[config.mk]
export PLATFORM = sky130hd
export DESIGN_NAME = dds4ch_sample_source
export DESIGN_NICKNAME = d
export VERILOG_FILES = /design/src/rtl/dds4ch_sample_source.sv
export SDC_FILE = /design/constraint.sdc
export NUM_CORES = 2
export LEC_CHECK = 0
export CORE_MARGIN = 3
export CORE_UTILIZATION = 50
export DETAILED_ROUTE_END_ITERATION = 16
export PLACE_DENSITY = 0.66
export SLEW_MARGIN = 20
export SYNTH_ARGS = -nofsm -noshare
export SYNTH_HDL_FRONTEND = slang
export SYNTH_SLANG_ARGS = --single-unit
[constraint.sdc]
create_clock -name clk100mhz -period 9.4 [get_ports clk100mhz]
set_input_delay 2.35 -clock clk100mhz [delete_from_list [all_inputs] [get_ports clk100mhz]]
set_output_delay 2.35 -clock clk100mhz [all_outputs]
set_load 0.005 [all_outputs]
[src/rtl/dds4ch_sample_source.sv]
// Four-channel DDS sine source: one shared quarter-wave LUT and one multiplier,
// time-multiplexed; all four samples commit together under a single o_ce strobe.
module dds4ch_sample_source #(
   parameter int CLK_DIV = 1000
) (
   input  logic        clk100mhz,
   input  logic        rstn,
   input  logic        i_enable,
   input  logic        i_sync,
   input  logic        i_cfg_we,
   input  logic [1:0]  i2_cfg_ch,
   input  logic [31:0] i32_cfg_ftw,
   input  logic [15:0] i16_cfg_amp,
   output logic [15:0] os16_data_ch0,
   output logic [15:0] os16_data_ch1,
   output logic [15:0] os16_data_ch2,
   output logic [15:0] os16_data_ch3,
   output logic        o_ce,
   output logic        o_busy
);

   localparam logic [2:0] S_IDLE   = 3'd0;
   localparam logic [2:0] S_ADDR   = 3'd1;
   localparam logic [2:0] S_LUT    = 3'd2;
   localparam logic [2:0] S_MUL    = 3'd3;
   localparam logic [2:0] S_STORE  = 3'd4;
   localparam logic [2:0] S_COMMIT = 3'd5;

   logic [15:0] div_cnt;
   logic        tick;
   logic [2:0]  state;
   logic [1:0]  ch;
   logic        start;

   logic [31:0] ftw_pend [4];
   logic [15:0] amp_pend [4];
   logic [31:0] ftw_act  [4];
   logic [15:0] amp_act  [4];
   logic [31:0] acc      [4];

   logic [9:0]  phase_top;
   logic [7:0]  lut_addr;
   logic        neg;
   logic [14:0] mag;
   logic [14:0] prod;
   logic [15:0] store_val;
   logic [15:0] sh0;
   logic [15:0] sh1;
   logic [15:0] sh2;
   logic [14:0] sine_rom [256];

   function automatic logic [14:0] sine_entry(input int k);
      real v;
      v = 32767.0 * $sin(3.14159265358979323846 * real'(k) / 512.0);
      return 15'($rtoi(v + 0.5));
   endfunction

   genvar gi;
   generate
      for (gi = 0; gi < 256; gi++) begin : g_rom
         assign sine_rom[gi] = sine_entry(gi);
      end
   endgenerate

   // Tick is registered, so a sequence starts the cycle after the tick is seen.
   always_ff @(posedge clk100mhz or negedge rstn) begin
      if (!rstn) begin
         div_cnt <= '0;
         tick    <= 1'b0;
      end else if (!i_enable) begin
         div_cnt <= '0;
         tick    <= 1'b0;
      end else if (div_cnt == 16'(CLK_DIV - 1)) begin
         div_cnt <= '0;
         tick    <= 1'b1;
      end else begin
         div_cnt <= div_cnt + 16'd1;
         tick    <= 1'b0;
      end
   end

   assign start = tick && (state == S_IDLE);

   always_ff @(posedge clk100mhz or negedge rstn) begin
      if (!rstn) begin
         for (int i = 0; i < 4; i++) begin
            ftw_pend[i] <= '0;
            amp_pend[i] <= '0;
            ftw_act[i]  <= '0;
            amp_act[i]  <= '0;
            acc[i]      <= '0;
         end
      end else begin
         for (int i = 0; i < 4; i++) begin
            if (i_cfg_we && (i2_cfg_ch == 2'(i))) begin
               ftw_pend[i] <= i32_cfg_ftw;
               amp_pend[i] <= i16_cfg_amp;
            end
            // A write landing in the tick cycle is forwarded into the active copy.
            if (start) begin
               if (i_cfg_we && (i2_cfg_ch == 2'(i))) begin
                  ftw_act[i] <= i32_cfg_ftw;
                  amp_act[i] <= i16_cfg_amp;
               end else begin
                  ftw_act[i] <= ftw_pend[i];
                  amp_act[i] <= amp_pend[i];
               end
            end
            if (i_sync) begin
               acc[i] <= '0;
            end else if (state == S_COMMIT) begin
               acc[i] <= acc[i] + ftw_act[i];
            end
         end
      end
   end

   always_ff @(posedge clk100mhz or negedge rstn) begin
      if (!rstn) begin
         state <= S_IDLE;
         ch    <= '0;
      end else begin
         case (state)
            S_IDLE: begin
               if (start) begin
                  state <= S_ADDR;
                  ch    <= '0;
               end
            end
            S_ADDR:  state <= S_LUT;
            S_LUT:   state <= S_MUL;
            S_MUL:   state <= S_STORE;
            S_STORE: begin
               if (ch != 2'd3) begin
                  ch    <= ch + 2'd1;
                  state <= S_ADDR;
               end else begin
                  state <= S_COMMIT;
               end
            end
            S_COMMIT: state <= S_IDLE;
            default:  state <= S_IDLE;
         endcase
      end
   end

   assign phase_top = acc[ch][31:22];
   assign store_val = neg ? (16'd0 - {1'b0, prod}) : {1'b0, prod};

   always_ff @(posedge clk100mhz) begin
      if (state == S_LUT) begin
         mag <= sine_rom[lut_addr];
      end
   end

   // Outputs load on the last STORE edge so they are already valid while o_ce is high.
   always_ff @(posedge clk100mhz or negedge rstn) begin
      if (!rstn) begin
         lut_addr      <= '0;
         neg           <= 1'b0;
         prod          <= '0;
         sh0           <= '0;
         sh1           <= '0;
         sh2           <= '0;
         os16_data_ch0 <= '0;
         os16_data_ch1 <= '0;
         os16_data_ch2 <= '0;
         os16_data_ch3 <= '0;
      end else begin
         if (state == S_ADDR) begin
            lut_addr <= phase_top[8] ? ~phase_top[7:0] : phase_top[7:0];
            neg      <= phase_top[9];
         end
         if (state == S_MUL) begin
            prod <= 15'((31'(mag) * 31'(amp_act[ch])) >> 16);
         end
         if (state == S_STORE) begin
            case (ch)
               2'd0: sh0 <= store_val;
               2'd1: sh1 <= store_val;
               2'd2: sh2 <= store_val;
               default: begin
                  os16_data_ch0 <= sh0;
                  os16_data_ch1 <= sh1;
                  os16_data_ch2 <= sh2;
                  os16_data_ch3 <= store_val;
               end
            endcase
         end
      end
   end

   assign o_ce   = (state == S_COMMIT);
   assign o_busy = (state != S_IDLE);

endmodule
# Yosys cells after proc, flatten, opt, wreduce, memory -nomap -nowiden
# Memory sizes are Yosys's and may differ from the RTL's. A register that Yosys moved wholly into a read port is not among the register bits.
# Index checks and enable logic that the tools add are counted.
op_classes:
  mul: 1
  n_eq_ne: 14
  reduce_logical: 17
  add_sub_neg: 7
  n_lt_le_gt_ge: 1
  n_bitwise: 4
  mux: 34
ops:
  columns: ["op", "count"]
  rows:
  - ["two-way mux 32 bit", 14]
  - ["two-way mux 16 bit", 9]
  - ["adder 32 bit", 4]
  - ["binary-select mux 32 bit (select 2 bit)", 1]
  - ["binary-select mux 16 bit (select 2 bit)", 1]
  - ["multiplier 15 x 16 -> 31 bit", 1]
  - ["adder 16 x 1 -> 16 bit, second input constant", 1]
  - ["equality test 16 x 10 -> 1 bit, second input constant", 1]
  - ["subtractor 1 x 15 -> 16 bit, first input constant", 1]
  - ["one-hot mux 3 bit (5 select lines)", 1]
  - ["NOT 8 -> 9 bit", 1]
  - ["two-way mux 8 bit", 1]
  - ["NOT 8 bit", 1]
  - ["AND reduction 2 bit", 4]
  - ["equality test 2 bit, second input constant", 3]
  - ["equality test 3 x 2 -> 1 bit, second input constant", 2]
  - ["equality test 3 bit, second input constant", 2]
  - ["two-way mux 3 bit", 2]
  - ["inequality test 2 bit, second input constant", 3]
  - ["logical AND 1 bit", 5]
  - ["equality test 2 x 1 -> 1 bit, second input constant", 2]
  - ["logical NOT 2 bit", 2]
  - ["two-way mux 2 bit", 2]
  - ["one-hot mux 2 bit (2 select lines)", 1]
  - ["11 further kinds", 13]
word_totals:
  output_inout_bits: 66
  n_memories: 1
  input_bits: 55
  reg_bits: 670
  mem_bits_ro: 3840
  elab_cells: 113
mem_list:
  columns: ["name", "depth", "width", "rd", "rd_clocked_by_memory_dff", "wr", "line", "source"]
  rows:
  - ["(name not given)", 256, 15, 1, 1, 0, "152", "mag <= sine_rom[lut_addr];"]

# Longest topological paths before layout
depth:
  word_depth: 6
  ltp_mapped: 28
  mapped_depth_nobuf: 25

# Worst setup path after synthesis
# No wires, ideal clock.
synth_timing:
  path_type: "reg2reg"
  start: "register ch[0]"
  end: "register prod[14]"
  required_ps: 9269
  path_slack_ps: 1900
  synth_period_minus_slack_ps: 7500
  setup_time_ps: 131
  path_buffers: 3
  stages_incl_launch_ff: 27
  arrival_ps: 7369
  cell_sequence: "dfrtp_1 -> buf_6 -> buf_1 -> mux4_2 -> clkbuf_1 -> and2_1 -> fa_1 -> inv_1 -> fa_1 -> inv_1 -> fa_1 -> inv_1 -> fa_1 -> inv_1 -> fa_1 -> fa_1 -> ha_1 -> a21o_1 -> a21o_1 -> a221oi_1 -> o221ai_2 -> a31oi_4 -> o22ai_2 -> or4_1 -> a31o_1 -> xnor2_1 -> o21ai_1"
synth_via:
  elab_chain_len: 5
synth_lines:
  columns: ["item", "line", "source"]
  rows:
  - ["start, declared", "32", "logic [1:0] ch;"]
  - ["start signal, assigned", "135", "ch <= ch + 2'd1;"]
  - ["NOT 2 -> 3 bit (implied by the code)", "175", "prod <= 15'((31'(mag) * 31'(amp_act[ch])) >> 16);"]
  - ["binary-select mux 16 bit (select 2 bit)", "175", null]
  - ["two-way mux 16 bit (implied by the code) (2 in a row)", "175", null]
  - ["multiplier 15 x 16 -> 31 bit", "175", null]
  - ["end signal, assigned", "175", null]
  - ["end, declared", "45", "logic [14:0] prod;"]
# No other way between the ends. The select of a mux whose other input is x is not followed.
# A chain may end at the register's enable or synchronous reset.

# Worst setup path after layout
# Same ends and word-level chain as after synthesis.

==> load_flow_metrics.sql <==
INSERT INTO impl_metrics (metric_group, metric, value, unit) VALUES
('outcome', 'outcome', 'completed', ''),
('clock_network', 'post_cts.resized_instances', '0', ''),
('synthesis', 'simple_logic_cell_fraction_of_the_synthesized_area', '12.7', '%'),
('setup_path', 'timing.critical_path.slowest_stage_cell', 'mux4_1', ''),
('setup_path', 'max_stage_delay', '970', 'ps'),
('sta', 'timing.slew.headroom', '26.8', '%'),
('synthesis', 'ys_dominant_reg_cell', 'dfrtp_1', ''),
('detailed_routing', 'via_per_inst', '5.85', ''),
('global_route', 'first_global_vias', '32400', ''),
('detailed_routing', 'routed_wire_length', '112000', 'µm'),
('detailed_routing', 'drt_iter0_drc', '2621', ''),
('synthesis', 'synth_edf_count', '15', ''),
('global_route', 'grt.overflow.total', '0', ''),
('power_and_ir_drop', 'p_int', '7020', 'µW'),
('detailed_routing', 'antenna_left', '0', ''),
('final_layout', 'utilization', '56.7', '%'),
('setup_path', 'r2r.worst_path.cells', '23', ''),
('final_layout', 'layout-drive-gt1-share', '14.2', '%'),
('global_route', 'maximum_number_of_pins_on_one_net_before_global_route_repair', '178', ''),
('synthesis', 'post_synth_instance_area', '0.0438', 'mm²'),
('synthesis', 'async_reset_ff_share', '97.8', '%'),
('floorplan', 'num_rows', '107', ''),
('sta', 'timing.hold.ws', '460', 'ps'),
('clock_network', 'cts.reportedPaths.clkPinSlew', '60', 'ps'),
('synthesis', 'synth_mux_area_share', '11.8', '%'),
('sta', 'rsz_0062_raised_after_global_routing', 'no', ''),
('clock_network', 'clock_latency', '630', 'ps'),
('synthesis', 'syn_nets', '4886', ''),
('worst_hold_path', 'holdCritPathClass', 'reg -> reg', ''),
('clock_network', 'post-cts-setup-buffers', '0', ''),
('sta', 'finalSetupTns', '0', 'ps'),
('power_and_ir_drop', 'comb_power_share', '38.7', '%'),
('synthesis', 'seq_area_frac_synth', '39.3', '%'),
('final_layout', 'layout-area-overhead-vs-synth', '11.3', '%'),
('synthesis', 'fraction_of_synthesized_cell_area_in_xor_and_xnor_cells', '3.00', '%'),
('setup_path', 'worstPathCellList', 'mux4_1, and2_1, fa_1, inv_1, fa_1, inv_1, fa_1, inv_1, fa_1, inv_1, fa_1, fa_1, ha_1, a21o_1, a21o_1, a221oi_1, o221ai_2, a31oi_4, o22ai_2, or4_1, a31o_1, xnor2_1, o21ai_1', ''),
('power_and_ir_drop', 'power.share.switching', '39.5', '%'),
('clock_network', 'total_clock_buffers_created_by_cts', '78', ''),
('floorplan', 'ioPinCount', '121', ''),
('setup_path', 'r2r-end', 'prod[14]', ''),
('global_route', 'gr-usage-all-layers', '24.8', '%'),
('synthesis', 'ys_warn_count', '0', ''),
('synthesis', 'syn_area_per_cell', '9.94', 'µm²'),
('setup_path', 'endpoint', 'prod[14]', ''),
('power_and_ir_drop', 'power.clock.fraction', '28.4', '%'),
('clock_network', 'buffer_cell_driving_the_clock_tree_root', 'clkbuf_16', ''),
('placement', 'place.detailed.hpwl', '76600', 'µm'),
('setup_path', 'worst_path_most_repeated_cell', 'fa_1', ''),
('synthesis', 'synth.top_cells.by_count', '677 x nand2_1, 670 x dfrtp_1, 386 x mux2_2', ''),
('setup_path', 'timing.critical_path.from', 'ch[0]', ''),
('floorplan', 'fp.dieArea', '0.0911', 'mm²'),
('floorplan', 'die_w', '302', 'µm'),
('synthesis', 'synth.most_common_cell', 'nand2_1', ''),
('sta', 'slew_violations', '0', ''),
('placement', 'numPortBuffers', '120', ''),
('synthesis', 'synth.distinct_cells', '79', ''),
('synthesis', 'synth_top_cell_area_share', '38.3', '%'),
('synthesis', 'yosys-top-cells-area', 'dfrtp_1 38%, mux2_2 9.9%, fa_1 8.4%, ha_1 7.0%, nand2_1 5.8%', ''),
('setup_path', 'ff2ff_setup_slack', '1540', 'ps'),
('synthesis', 'synth_fa_ha_area_share', '15.3', '%'),
('power_and_ir_drop', 'pwr-share-seq', '32.9', '%'),
('setup_path', 'worst_setup_ep_type', 'flop', ''),
('detailed_routing', 'drc', '0', ''),
('detailed_routing', 'route.vias.total', '32800', ''),
('setup_path', 'setup.worst_path.start_class', 'flop', ''),
('clock_network', 'clock_path_buffers', '3', ''),
('synthesis', 'synth_top_family_by_area', 'adder cells', ''),
('sta', 'clock_skew', '23.3', 'ps'),
('final_layout', 'final_nets', '4879', ''),
('clock_network', 'cts.sinks', '685', ''),
('floorplan', 'core_area', '0.0859', 'mm²');
==> flip-flops by register name (all words and copies together), names as in the netlist, 2 cells and up <==
| name | count |
|---|---|
| ftw_act | 128 |
| os16_data_ch2 | 16 |
| mag | 15 |
| lut_addr | 8 |
| ch | 2 |
| sh2 | 16 |
| state | 3 |
| sh1 | 16 |
| ftw_pend | 128 |
| amp_pend | 64 |
| os16_data_ch0 | 16 |
| sh0 | 16 |
| os16_data_ch3 | 16 |
| prod | 15 |
| amp_act | 64 |
| acc | 128 |
| os16_data_ch1 | 16 |
| div_cnt | 16 |
==> how the worst min path moves through the flow <==
| stage | from | end | slack, ps | cells after the start |
|---|---|---|---|---|
| 2_1_floorplan | div_cnt[0] | div_cnt[0] | 430 | 1 |
| 3_3_place_gp | sh1[10] | os16_data_ch1[10] | 450 | 2 |
| 3_5_place_dp | sh1[0] | os16_data_ch1[0] | 450 | 2 |
| 4_1_cts | div_cnt[0] | div_cnt[0] | 460 | 1 |
| 5_1_grt | sh1[3] | os16_data_ch1[3] | 490 | 2 |
| 6_report | div_cnt[0] | div_cnt[0] | 460 | 1 |
==> per-layer routing <==
layer	share of wire (%)	GRT usage, %
met1	44	34.3
met2	47	40.6
met3	5.7	3.75
met4	3.0	7.50
met5	0.012	0
==> area by class of cell <==
cell class | count | area, µm²
Sequential cell | 685 | 17200
Clock inverter | 40 | 606
Inverter | 273 | 1030
Fill cell | 7508 | 37200
Antenna cell | 1 | 2.50
Tap cell | 1144 | 1430
Clock buffer | 102 | 2210
Timing Repair Buffer | 159 | 1560
Multi-Input combinational cell | 3200 | 24600
==> worst max-delay path, delay by kind of cell, from the launching register on <==
family | cells | cell delay [ps]
xor+xnor | 1 | 130
simple gates | 2 | 760
compound gates | 8 | 1570
mux | 1 | 970
flops | 1 | 830
buf+inv | 4 | 210
fa+ha+maj | 7 | 3270
==> through the flow <==
step / setup WS (ps) / power [µW] / std cells / cell area [µm²]
2_1_floorplan: 1900 / 6790 / 4404 / 43800
3_3_place_gp: 1540 / 8200 / 5461 / 45900
3_5_place_dp: 1490 / 8250 / 5461 / 45900
4_1_cts: 1500 / 11600 / 5603 / 48700
5_1_grt: 1120 / 12300 / 5603 / 48700
6_report: 1540 / 11600 / 5604 / 48700
==> power by group through the flow <==
stage | combinational [µW] | sequential (µW) | clock (µW)
6_report | 4490 | 3820 | 3290
3_3_place_gp | 4350 | 3850 | 0
4_1_cts | 4420 | 3810 | 3370
5_1_grt | 4940 | 3870 | 3490
2_1_floorplan | 3230 | 3560 | 0
3_5_place_dp | 4390 | 3860 | 0
==> logic make-up after synthesis <==
kind of cell | count (synthesis)
AND/OR/NAND/NOR | 1249
AO/OA/AOI/OAI | 947
flip-flops | 685
buffers and inverters | 519
multiplexers | 427
adder cells (fa/ha/maj) | 427
XOR/XNOR | 150
==> cells in the final DEF (no fill, tap or decap), types with 15 or more instances in the layout <==
cell	count
a211oi_1	61
a21o_1	65
a21oi_1	324
a31oi_1	43
and2_1	144
and3_1	18
buf_4	35
clkbuf_16	80
clkdlybuf4s50_1	118
clkinv_2	19
dfrtp_1	664
edfxtp_1	15
fa_1	183
ha_1	244
inv_1	268
mux2_2	386
mux4_2	28
nand2_1	674
nand3_1	59
nor2_1	194
nor2b_1	15
nor3_1	45
o211ai_1	27
o21a_1	19
o21ai_0	241
o21bai_1	25
or3_1	16
xnor2_1	102
xor2_1	48
Power figures use the tool's default switching activity.
